[src/rtl/fetch_sequencer.sv]
// fetch_sequencer: instruction fetch FSM driving the PC register, instruction memory and IR handshake.
// Every output is a register loaded from the next-state/next-output logic below.
module fetch_sequencer (
  input  logic        clk,
  input  logic        reset,
  input  logic        start,
  input  logic [15:0] pc_q,
  output logic [15:0] pc_din,
  output logic        pc_ld,
  output logic [15:0] mem_addr,
  output logic        mem_rd,
  input  logic        mem_ack,
  input  logic [15:0] mem_data,
  output logic [15:0] ir,
  output logic        ir_valid,
  input  logic        ir_taken,
  input  logic        br_en,
  input  logic [15:0] br_target,
  output logic        halted
);
  typedef enum logic [2:0] {IDLE, FETCH, HOLD, UPDATE, HALTED} state_t;
  state_t state, state_nxt;
  logic [15:0] pc_din_nxt, mem_addr_nxt, ir_nxt;
  logic        pc_ld_nxt, mem_rd_nxt, ir_valid_nxt, halted_nxt;
  always_ff @(posedge clk or posedge reset) begin
    if (reset) begin
      state    <= IDLE;
      pc_din   <= '0;
      pc_ld    <= 1'b0;
      mem_addr <= '0;
      mem_rd   <= 1'b0;
      ir       <= '0;
      ir_valid <= 1'b0;
      halted   <= 1'b0;
    end else begin
      state    <= state_nxt;
      pc_din   <= pc_din_nxt;
      pc_ld    <= pc_ld_nxt;
      mem_addr <= mem_addr_nxt;
      mem_rd   <= mem_rd_nxt;
      ir       <= ir_nxt;
      ir_valid <= ir_valid_nxt;
      halted   <= halted_nxt;
    end
  end
  always_comb begin
    state_nxt = state;
    case (state)
      IDLE:    state_nxt = start ? FETCH : IDLE;
      FETCH:   state_nxt = mem_ack ? HOLD : FETCH;
      HOLD:    state_nxt = !ir_taken ? HOLD : (ir == 16'hFFFF) ? HALTED : UPDATE;
      UPDATE:  state_nxt = FETCH;
      default: state_nxt = state;
    endcase
  end
  // Strobes and valid flags are pure functions of the state being entered.
  always_comb begin
    mem_rd_nxt   = state_nxt == FETCH;
    ir_valid_nxt = state_nxt == HOLD;
    pc_ld_nxt    = state_nxt == UPDATE;
    halted_nxt   = state_nxt == HALTED;
    mem_addr_nxt = (state == IDLE && start) ? pc_q : (state == UPDATE) ? pc_din : mem_addr;
    ir_nxt       = (state == FETCH && mem_ack) ? mem_data : ir;
    pc_din_nxt   = (state == HOLD && state_nxt == UPDATE) ? (br_en ? br_target : pc_q + 16'd1) : pc_din;
  end
endmodule
[config.mk]
export PLATFORM = sky130hd
export DESIGN_NAME = fetch_sequencer
export DESIGN_NICKNAME = d
export VERILOG_FILES = /design/src/rtl/fetch_sequencer.sv
export SDC_FILE = /design/constraint.sdc
export NUM_CORES = 1
export LEC_CHECK = 0
export BUFFER_PORTS_ARGS = -buffer_cell sky130_fd_sc_hd__buf_2
export CAP_MARGIN = 20
export CORE_ASPECT_RATIO = 1.5
export CORE_MARGIN = 5
export CORE_UTILIZATION = 53
export DETAILED_ROUTE_END_ITERATION = 10
export PLACE_DENSITY_LB_ADDON = 0.2
export SLEW_MARGIN = 20
export SYNTH_ARGS = -nofsm -noshare
export SYNTH_HDL_FRONTEND = slang
export SYNTH_SLANG_ARGS = --single-unit
[constraint.sdc]
create_clock -name clk -period 2.7 [get_ports clk]
set_clock_uncertainty 0.15 [all_clocks]
set_input_delay 0.27 -clock clk [delete_from_list [all_inputs] [get_ports clk]]
set_output_delay 0.27 -clock clk [all_outputs]
set_load 0.1 [all_outputs]
; ---- After elaboration in Yosys (flattened, before gate mapping)
; Index checks and enable logic that the tools add are counted.
[totals]
ff_bits = 55
latch_bits = 0
ramBits = 0
romBits = 0
input_bits = 54
out_inout_bits = 52
wordCells = 30
memories = 0
[op_classes]
addsub = 1
mul = 0
div_mod_pow = 0
order_cmp = 0
n_eq_ne = 8
shift = 0
n_mux = 8
bitwise_logic = 0
n_reduce_logical = 5
[ops]
columns = cell, count
row1 = 2-to-1 mux 16 bit, 3
row2 = adder 16 x 1 -> 16 bit (second input constant), 1
row3 = == test 16 bit (second input constant), 1
row4 = == test 3 x 2 -> 1 bit (second input constant), 4
row5 = case mux 3 bit (4 select lines), 1
row6 = == test 3 x 1 -> 1 bit (second input constant), 2
row7 = 2-to-1 mux 3 bit, 2
row8 = == test 3 bit (second input constant), 1
row9 = logical AND 1 bit, 3
row10 = logical NOT 3 bit, 1
row11 = 2-to-1 mux 2 bit, 1
row12 = nonzero test 2 bit, 1
row13 = 2-to-1 mux 1 bit, 1

; ---- Depth between registers and ports, before layout
; Gate-level depths: netlist of the first run.
[depth]
ltp_word = 6
ltp_mapped = 8
depth_no_buf = 5

; ---- Least setup slack after synthesis of the first run
; Ideal clock, no wire load.
[synth_path]
kind = reg2reg
from = register ir[1]
to = register pc_din[2]
setup_time_ns = 0.126
t_arrival_ns = 2.134
required_time_ns = 2.424
slack_ns = 0.290
stages_incl_launch_ff = 7
n_path_buf = 1
synth_period_minus_slack_ns = 2.410
path_cell_list = dfrtp_1 -> nand4_1 -> nor4_2 -> nand2b_1 -> buf_4 -> inv_1 -> mux2_2
[synth_between]
elab_chain_cells = 6
[synth_rtl]
columns = item, line
row1 = "start, declared", 14  ; output logic [15:0] ir,
row2 = "start signal, assigned", 41  ; ir <= ir_nxt;
row3 = == test 16 bit, 51  ; HOLD: state_nxt = !ir_taken ? HOLD : (ir == 16'hFFFF) ? HALTED : UPDATE;
row4 = 2-to-1 mux 3 bit (2 in series), 51
row5 = case mux 3 bit (4 select lines), 48  ; case (state)
row6 = == test 3 x 2 -> 1 bit, --
row7 = net pc_ld_nxt, 24  ; logic pc_ld_nxt, mem_rd_nxt, ir_valid_nxt, halted_nxt;
row8 = logical AND 1 bit, 64  ; pc_din_nxt = (state == HOLD && state_nxt == UPDATE) ? (br_en ? br_target : pc_q + 16'd1) : pc_din;
row9 = "end signal, assigned", 37  ; pc_din <= pc_din_nxt;
row10 = "end, declared", 8  ; output logic [15:0] pc_din,
; The timed path passes the listed nets, and every way through them passes these cells.
; A chain may end at the register's enable or synchronous reset.

; ---- Final worst setup path of the first run
[layout_path]
from = register state[1]
to = register mem_addr[10]
[layout_between]
elab_chain_cells = 3
word_cells_on_any_way = 5
classes_between = eq/ne: 1 / mux: 1 / reduce/logical: 3
[layout_rtl]
columns = item, line
row1 = "start, declared", 22  ; state_t state, state_nxt;
row2 = "start signal, assigned", 36  ; state <= state_nxt;
row3 = logical NOT 3 bit, 62  ; mem_addr_nxt = (state == IDLE && start) ? pc_q : (state == UPDATE) ? pc_din : mem_addr;
row4 = logical AND 1 bit, 62
row5 = 2-to-1 mux 16 bit or nonzero test 2 bit (tied branches), --
row6 = "end signal, assigned", 39  ; mem_addr <= mem_addr_nxt;
row7 = "end, declared", 10  ; output logic [15:0] mem_addr,
; Several ways; a longest one is shown, not always the timed one.

==> results of run 1 <==
==> cells by family (layout without fill, tap and decap cells) <==
group,count (synthesis),after routing,share of synthesized area
AND/OR/NAND/NOR,71,71,0.143
AO/OA/AOI/OAI,68,68,0.146
flip-flops,55,55,0.497
multiplexers,36,36,0.139
buffers and inverters,26,124,0.0452
XOR/XNOR,8,8,0.0253
adder cells (fa/ha/maj),1,1,0.00452
==> state kept, by name, indices dropped and copies added, names as in the netlist <==
signal    count
halted        1
ir           16
ir_valid      1
mem_addr     16
mem_rd        1
pc_din       16
pc_ld         1
state         3
==> path summary, 6_finish.rpt <==
path | endpoint | start | slack, ns
max | mem_addr[10] | state[1] | 0.49
min | mem_addr[9] | reset | -0.01
max reg2reg | mem_addr[10] | state[1] | 0.49
min reg2reg | ir[7] | ir[7] | 0.39
max in group asynchronous | mem_addr[15] | reset | 1.95
min in group clk | ir[4] | mem_data[4] | 0.04
==> cell type report <==
| cell class | instances | area [sq um] |
|---|---|---|
| inverters | 7 | 26.3 |
| repair buffers | 110 | 563 |
| multi-input cells | 184 | 1270 |
| clock inverters | 1 | 5.00 |
| fillers | 478 | 1720 |
| flip-flops and latches | 55 | 1380 |
| well taps | 68 | 85.1 |
| clock buffers | 6 | 82.6 |
==> worst reg2reg max path, delay by kind of cell (launching register included) <==
family,cells,cell delay [ns]
buffers and inverters,1,0.17
AND/OR/NAND/NOR,1,0.81
AO/OA/AOI/OAI,1,0.22
flip-flops,1,0.54
multiplexers,1,0.25
==> cell usage after synthesis (3+ instances only) <==
library cell  number  share of area
nand2_1           25          0.034
nand4b_1           6          0.019
nor2_1             6         0.0081
inv_1              6         0.0081
o21a_1             3         0.0081
buf_2              3         0.0054
o21ai_0           39          0.070
a21oi_1            6          0.011
dfrtp_1           55           0.50
mux2_2            19          0.077
mux2i_1           17          0.061
nor4_1             5          0.011
nand2b_1           5          0.011
o211ai_1           5          0.014
nand4_1            8          0.018
o31ai_1            4          0.011
xnor2_1            7          0.022
clkbuf_1          11          0.015
nand3_1            5         0.0090
nor3_1             4         0.0072
==> per-stage QoR <==
step,cells,cell area [sq um]
global placement,424,3320
floorplan,265,2770
detailed placement,424,3320
global route,431,3410
finish,431,3410
CTS,431,3410
==> routing by layer <==
layer / wire, um / global-route usage
met3: 587 / 0.0704
met2: 3530 / 0.356
met1: 2600 / 0.242
met4: 81 / 0.0692
met5: 0 / 0
==> results.sh, run 1 <==
export IMPL_slew_headroom=0.338
export IMPL_grt_start_max_net_pins=56
export IMPL_crit_path_top_delay_cell="or3_1"
export IMPL_cp_top_family="simple AND/OR/NAND/NOR gates"
export IMPL_hpwl_um=5100
export IMPL_vias=2427
export IMPL_gp_congestion=0.784
export IMPL_worst_pin_slew_ns=0.993
export IMPL_fin_util=0.665
export IMPL_postCtsHoldBufs=0
export IMPL_syn_avg_cell_area_sq_um=10.5
export IMPL_track_usage=0.208
export IMPL_viasPerCell=5.63
export IMPL_end_kind="register"
export IMPL_layout_setup_ws_ns=0.486
export IMPL_fmax_ghz=0.452
export IMPL_ys_ff_latch=55
export IMPL_crit_type="reg2reg"
export IMPL_n_antenna_cell=0
export IMPL_cts_num_sinks=55
export IMPL_clk_path_buf_depth=2
export IMPL_r2r_cells=4
export IMPL_post_cts_resized=0
export IMPL_rsz0062_at_grt="false"
export IMPL_io_pins=106
export IMPL_port_buffers=105
export IMPL_crit_buf_inv=1
export IMPL_ctsRootBufferMaster="clkbuf_8"
export IMPL_report_final_slew_viol_count=0
export IMPL_numCtsBuffers=5
export IMPL_grt_pass1_vias=2451
export IMPL_syn_inst=265
export IMPL_drive_gt1_frac=0.386
export IMPL_globalRoute_totalOverflow=0
export IMPL_syn_num_nets=320
export IMPL_final_common_cell="buf_2"
export IMPL_fin_crit_ns=2.21
export IMPL_crit_cells=4
export IMPL_htree_levels=2
export IMPL_start_util=0.541
export IMPL_setup_viol=0
export IMPL_crit_fanout=16
export IMPL_fp_dieW_um=69.0
export IMPL_fin_crit_sh=0.820
export IMPL_pre_cts_ws_ns=0.479
export IMPL_finalHoldWorstSlack_ns=-0.0141
export IMPL_cp_slowest_stage_delay_ns=0.81
export IMPL_synth_area_sq_um=2770
export IMPL_tritoncts="built"
export IMPL_fin_nets=418
export IMPL_clkLatencyLatePin_ns=0.30
export IMPL_tns_ns=0
export IMPL_crit_arrival_ns=2.28
export IMPL_die_area_sq_um=6800
export IMPL_min_path_type="in2async"
export IMPL_hold_violations=16
export IMPL_antenna_found_initial=0
export IMPL_clkSlewWorstSetupHoldPaths_ns=0.09
export IMPL_layout_common_cells="buf_2 (105), dfrtp_1 (55), o21ai_0 (39), nand2_1 (25), mux2_2 (19)"
export IMPL_rows=32
export IMPL_drtIter0Drc=99
export IMPL_grt_pass1_wl_um=11500
export IMPL_violations="negative hold slack"
export IMPL_status="finished, violations left"
export IMPL_wl_per_cell_um=15.8
export IMPL_ys_seq_area_frac=0.497
export IMPL_coreArea_sq_um=5120
export IMPL_post_cts_buffers=0
export IMPL_ant_nets=0
export IMPL_drt_wl_total_um=6800
export IMPL_ys_flop_type="dfrtp_1"
export IMPL_cp_start_kind="register"
export IMPL_dr_pass1_iters=6
export IMPL_async_flop_share=1.00
export IMPL_die_h_um=98.5
export IMPL_syn_to_final_growth_pct=23.0
export IMPL_synth_edff_count=0
export IMPL_synth_cell_types=40
export IMPL_crit_chain="inv_1 -> or3_1 -> mux2i_1 -> o21ai_0"
export IMPL_maxCapViolCount=0
export IMPL_drcViolationCount=0
export IMPL_required_ns=2.77
export IMPL_synth_warning_count=0
Power of run 1 is left out: the tool's default activity adds up to more than one toggle a clock period on the data nets, which glitch-free logic cannot reach.
==> run 2: changes to the inputs <==
--- a/config.mk
+++ b/config.mk
@@ -9,7 +9,7 @@
 export CAP_MARGIN = 20
 export CORE_ASPECT_RATIO = 1.5
 export CORE_MARGIN = 5
-export CORE_UTILIZATION = 53
+export CORE_UTILIZATION = 49
 export DETAILED_ROUTE_END_ITERATION = 10
 export PLACE_DENSITY_LB_ADDON = 0.2
 export SLEW_MARGIN = 20
==> constraint.sdc (replaced) <==
create_clock -name clk -period 2.3 [get_ports clk]
set_clock_uncertainty 0.15 [all_clocks]
set_input_delay 0.23 -clock clk [delete_from_list [all_inputs] [get_ports clk]]
set_output_delay 0.23 -clock clk [all_outputs]
set_load 0.1 [all_outputs]
==> run 2 against run 1 <==
Effect of this change: the run now ends clean; cell count grew 3.5%; via count grew 2.6%; count of clock-buffer cells in the layout grew 2; maximum frequency grew 14%; critical endpoint is now pc_din[8]; critical path depth grew 1; flip-flop and latch count is the same; global-route usage shrank 0.71 points; routed wire length grew 4.1%; register-to-register slack lost 0.14 ns; core utilization shrank 1.8 points.
==> results.sh, run 2 (synthesis results as in run 1) <==
export IMPL_wl_per_cell_um=15.9
export IMPL_hold_start="mem_data[3]"
export IMPL_ctsRootBufferMaster="clkbuf_8"
export IMPL_r2r_cells=5
export IMPL_coreArea_sq_um=5490
export IMPL_cp_start_kind="register"
export IMPL_viasPerCell=5.59
export IMPL_vias=2491
export IMPL_drt_wl_total_um=7080
export IMPL_rows=33
export IMPL_final_cell_count_no_fill=446
export IMPL_crit_chain="nor2_1 -> and3_1 -> nand2b_1 -> buf_4 -> o41ai_1"
export IMPL_rsz0062_at_grt="false"
export IMPL_clkLatencyLatePin_ns=0.31
export IMPL_cts_num_sinks=55
export IMPL_n_antenna_cell=0
export IMPL_crit_path_top_delay_cell="dfrtp_1"
export IMPL_hpwl_um=5400
export IMPL_worst_pin_slew_ns=0.533
export IMPL_crit_fanout=10
export IMPL_syn_to_final_growth_pct=28.1
export IMPL_cp_slowest_stage_delay_ns=0.50
export IMPL_tritoncts="built"
export IMPL_dr_pass1_iters=4
export IMPL_layout_common_cells="buf_2 (105), dfrtp_1 (43), o21ai_0 (39), nand2_1 (25), mux2_2 (19)"
export IMPL_drtIter0Drc=114
export IMPL_min_to="ir[3]"
export IMPL_post_cts_buffers=0
export IMPL_io_pins=106
export IMPL_crit_buf_inv=1
export IMPL_globalRoute_totalOverflow=0
export IMPL_min_path_type="in2reg"
export IMPL_end_kind="register"
export IMPL_maxCapViolCount=0
export IMPL_track_usage=0.200
export IMPL_cp_top_family="simple AND/OR/NAND/NOR gates"
export IMPL_r2r_slack_ns=0.35
export IMPL_die_h_um=102
export IMPL_setup_viol=0
export IMPL_numCtsBuffers=5
export IMPL_crit_type="reg2reg"
export IMPL_drcViolationCount=0
export IMPL_tns_ns=0
export IMPL_finalHoldWorstSlack_ns=0.00120
export IMPL_grt_pass1_vias=2586
export IMPL_die_area_sq_um=7290
export IMPL_crit_arrival_ns=2.01
export IMPL_antenna_found_initial=0
export IMPL_min_delay_path_depth=2
export IMPL_htree_levels=2
export IMPL_status="finished, final reports clean"
export IMPL_slew_headroom=0.644
export IMPL_fin_nets=430
export IMPL_fp_dieW_um=71.4
export IMPL_grt_start_max_net_pins=33
export IMPL_grt_pass1_wl_um=11700
export IMPL_required_ns=2.36
export IMPL_final_common_cell="buf_2"
export IMPL_gp_congestion=0.837
export IMPL_dp_cells=429
export IMPL_report_final_slew_viol_count=0
export IMPL_ant_nets=0
export IMPL_r2r_start="state[2]"
export IMPL_fin_crit_ns=1.95
export IMPL_drive_gt1_frac=0.412
export IMPL_clk_path_buf_depth=2
export IMPL_start_util=0.504
export IMPL_fin_crit_sh=0.848
export IMPL_reg_largest_list="ir x16, mem_addr x16, pc_din x16"
export IMPL_nFillCells=505
export IMPL_fmax_ghz=0.513
export IMPL_clkSlewWorstSetupHoldPaths_ns=0.09
export IMPL_regArea_sq_um=1390
export IMPL_hold_violations=0
export IMPL_port_buffers=105
export IMPL_multi_input_area_sq_um=1270
export IMPL_timing_rr_end="pc_din[8]"
export IMPL_fin_util=0.646
==> run 2: layout make-up <==
class / count / area share
Timing Repair Buffer: 122 / 0.190
Inverter: 7 / 0.00740
Clock buffer: 8 / 0.0282
Multi-Input combinational cell: 184 / 0.357
Sequential cell: 55 / 0.392
Tap cell: 70 / 0.0247
==> run 2: routing by layer <==
metal | up-vias | GRT usage | wire length, um
li1 | 1183 | - | -
met1 | 1204 | 0.225 | 2750
met2 | 91 | 0.358 | 3600
met3 | 13 | 0.0541 | 560
met4 | 0 | 0.0796 | 171
met5 | - | 0 | 0
==> run 2: stage by stage <==
step                setup WS [ns]  cell area, sq um
floorplan                  0.0230              2790
global placement            0.439              3360
detailed placement          0.365              3360
CTS                         0.360              3530
global route                0.192              3550
finish                      0.350              3550
==> run 2: worst max path at each step <==
stage                  start        end  slack, ns  cells after the start
floorplan              ir[9]  pc_din[2]       0.02                      6
global placement    state[2]  pc_din[8]       0.44                      5
detailed placement  state[2]  pc_din[8]       0.37                      5
CTS                 state[2]  pc_din[8]       0.36                      5
global route        state[2]  pc_din[8]       0.19                      5
finish              state[2]  pc_din[8]       0.35                      5
==> run 2: worst register-to-register path, cell delays in order (launching register included) <==
cell and delay [ns]:
dfrtp_1 0.50, nor2_1 0.19, and3_1 0.29, nand2b_1 0.19, buf_4 0.20, o41ai_1 0.33
==> run 2: timing repair <==
item,CTS,global route
hold buffers,7,2
resized for setup,0,0
endpoints found under the hold margin,27,2
Power of run 2 is left out for the same reason.
==> run 3: changes to the inputs <==
==> constraint.sdc (replaced) <==
create_clock -name clk -period 1.94 [get_ports clk]
set_clock_uncertainty 0.15 [all_clocks]
set_input_delay 0.194 -clock clk [delete_from_list [all_inputs] [get_ports clk]]
set_output_delay 0.194 -clock clk [all_outputs]
set_load 0.1 [all_outputs]
==> run 3 against run 2 <==
Effect of this change: maximum frequency up 6.9%; highest routed layer unchanged; sequential share of layout area down 1.8 points; non-clock buffer count is 16 higher; via count up 0.52%; count of clock-buffer cells in the layout decreased by 1; core utilization up 3.3 points; global-route usage up 1.9 points; cell count is 3.6% higher; flip-flop and latch count stayed put; critical path depth stayed put.
==> results.sh, run 3 (synthesis results as in run 1) <==
export IMPL_final_common_cell="buf_2"
export IMPL_cp_start_kind="register"
export IMPL_n_antenna_cell=0
export IMPL_crit_type="reg2reg"
export IMPL_cts_num_sinks=55
export IMPL_rows=33
export IMPL_globalRoute_totalOverflow=0
export IMPL_grt_start_max_net_pins=56
export IMPL_reg_largest_list="ir x16, mem_addr x16, pc_din x16"
export IMPL_clk_path_buf_depth=2
export IMPL_final_cell_count_no_fill=462
export IMPL_numCtsBuffers=5
export IMPL_viasPerCell=5.42
export IMPL_worst_pin_slew_ns=0.499
export IMPL_crit_arrival_ns=1.85
export IMPL_required_ns=1.96
export IMPL_syn_to_final_growth_pct=34.8
export IMPL_rsz0062_at_grt="false"
export IMPL_fin_crit_ns=1.82
export IMPL_fin_nets=446
export IMPL_crit_fanout=22
export IMPL_drcViolationCount=0
export IMPL_ctsRootBufferMaster="clkbuf_8"
export IMPL_fp_dieW_um=71.4
export IMPL_finalHoldWorstSlack_ns=0.00535
export IMPL_drive_gt1_frac=0.423
export IMPL_grt_pass1_wl_um=12700
export IMPL_dr_pass1_iters=4
export IMPL_status="finished, final reports clean"
export IMPL_wl_per_cell_um=16.4
export IMPL_drtIter0Drc=125
export IMPL_nFillCells=463
export IMPL_fin_crit_sh=0.940
export IMPL_fmax_ghz=0.548
export IMPL_tritoncts="built"
export IMPL_end_kind="register"
export IMPL_dp_cells=434
export IMPL_slew_headroom=0.669
export IMPL_post_cts_resized=0
export IMPL_layout_common_cells="buf_2 (105), o21ai_0 (39), dfrtp_1 (39), nand2_1 (25), dlygate4sd3_1 (20)"
export IMPL_report_final_slew_viol_count=0
export IMPL_postCtsHoldBufs=20
export IMPL_tns_ns=0
export IMPL_post_cts_buffers=0
export IMPL_gp_congestion=0.800
export IMPL_ant_nets=0
export IMPL_io_pins=106
export IMPL_antenna_found_initial=0
export IMPL_die_h_um=102
export IMPL_hold_violations=0
export IMPL_drt_wl_total_um=7570
export IMPL_track_usage=0.220
export IMPL_maxCapViolCount=0
export IMPL_die_area_sq_um=7290
export IMPL_setup_viol=0
export IMPL_vias=2504
export IMPL_grt_pass1_vias=2654
export IMPL_port_buffers=105
export IMPL_start_util=0.504
export IMPL_coreArea_sq_um=5490
export IMPL_min_path_type="in2reg"
export IMPL_clkSlewWorstSetupHoldPaths_ns=0.10
export IMPL_hpwl_um=5520
export IMPL_clkLatencyLatePin_ns=0.30
export IMPL_htree_levels=2
[run 3: layout make-up]
class / count / area (sq um) / share of cell area
Clock inverter: 1 / 7.51 / 0.00201
Timing Repair Buffer: 138 / 848 / 0.227
Inverter: 7 / 28.8 / 0.00771
Clock buffer: 7 / 96.3 / 0.0258
Tap cell: 70 / 87.6 / 0.0235
Sequential cell: 55 / 1400 / 0.374
Multi-Input combinational cell: 184 / 1270 / 0.340
[run 3: final timing paths]
check | startpoint | end | slack [ns] | cells past startpoint
max in group asynchronous | reset | ir[3] | 1.04 | 4
max reg2reg | ir[10] | pc_din[11] | 0.12 | 5
min | pc_q[1] | mem_addr[1] | 0.005 | 3
min reg2reg | state[0] | halted | 0.38 | 1
max | ir[10] | pc_din[11] | 0.12 | 5
min in group asynchronous | reset | mem_addr[7] | 0.32 | 4
[run 3: metal layers]
layer	GRT usage	up-vias	wire, um
met2	0.411	88	4100
met5	0	-	0
li1	-	1217	-
met4	0.0637	0	112
met1	0.246	1189	2830
met3	0.0512	10	539
[run 3: worst max-delay path, stage by stage (launching register included)]
cell      delay, ns
dfrtp_2        0.38
nand4_1        0.11
nor4_2         0.38
buf_4          0.30
or3_1          0.24
o211ai_1       0.12
[run 3: stage by stage]
stage / setup WS (ns) / utilization / cell area (sq um)
final: 0.116 / 0.680 / 3730
after global routing: 0.0125 / 0.680 / 3730
after CTS: 0.152 / 0.680 / 3730
after detailed placement: 0.141 / 0.625 / 3430
after global placement: 0.212 / 0.625 / 3430
after floorplan: -0.140 / - / 2800
Power of run 3 is left out for the same reason.
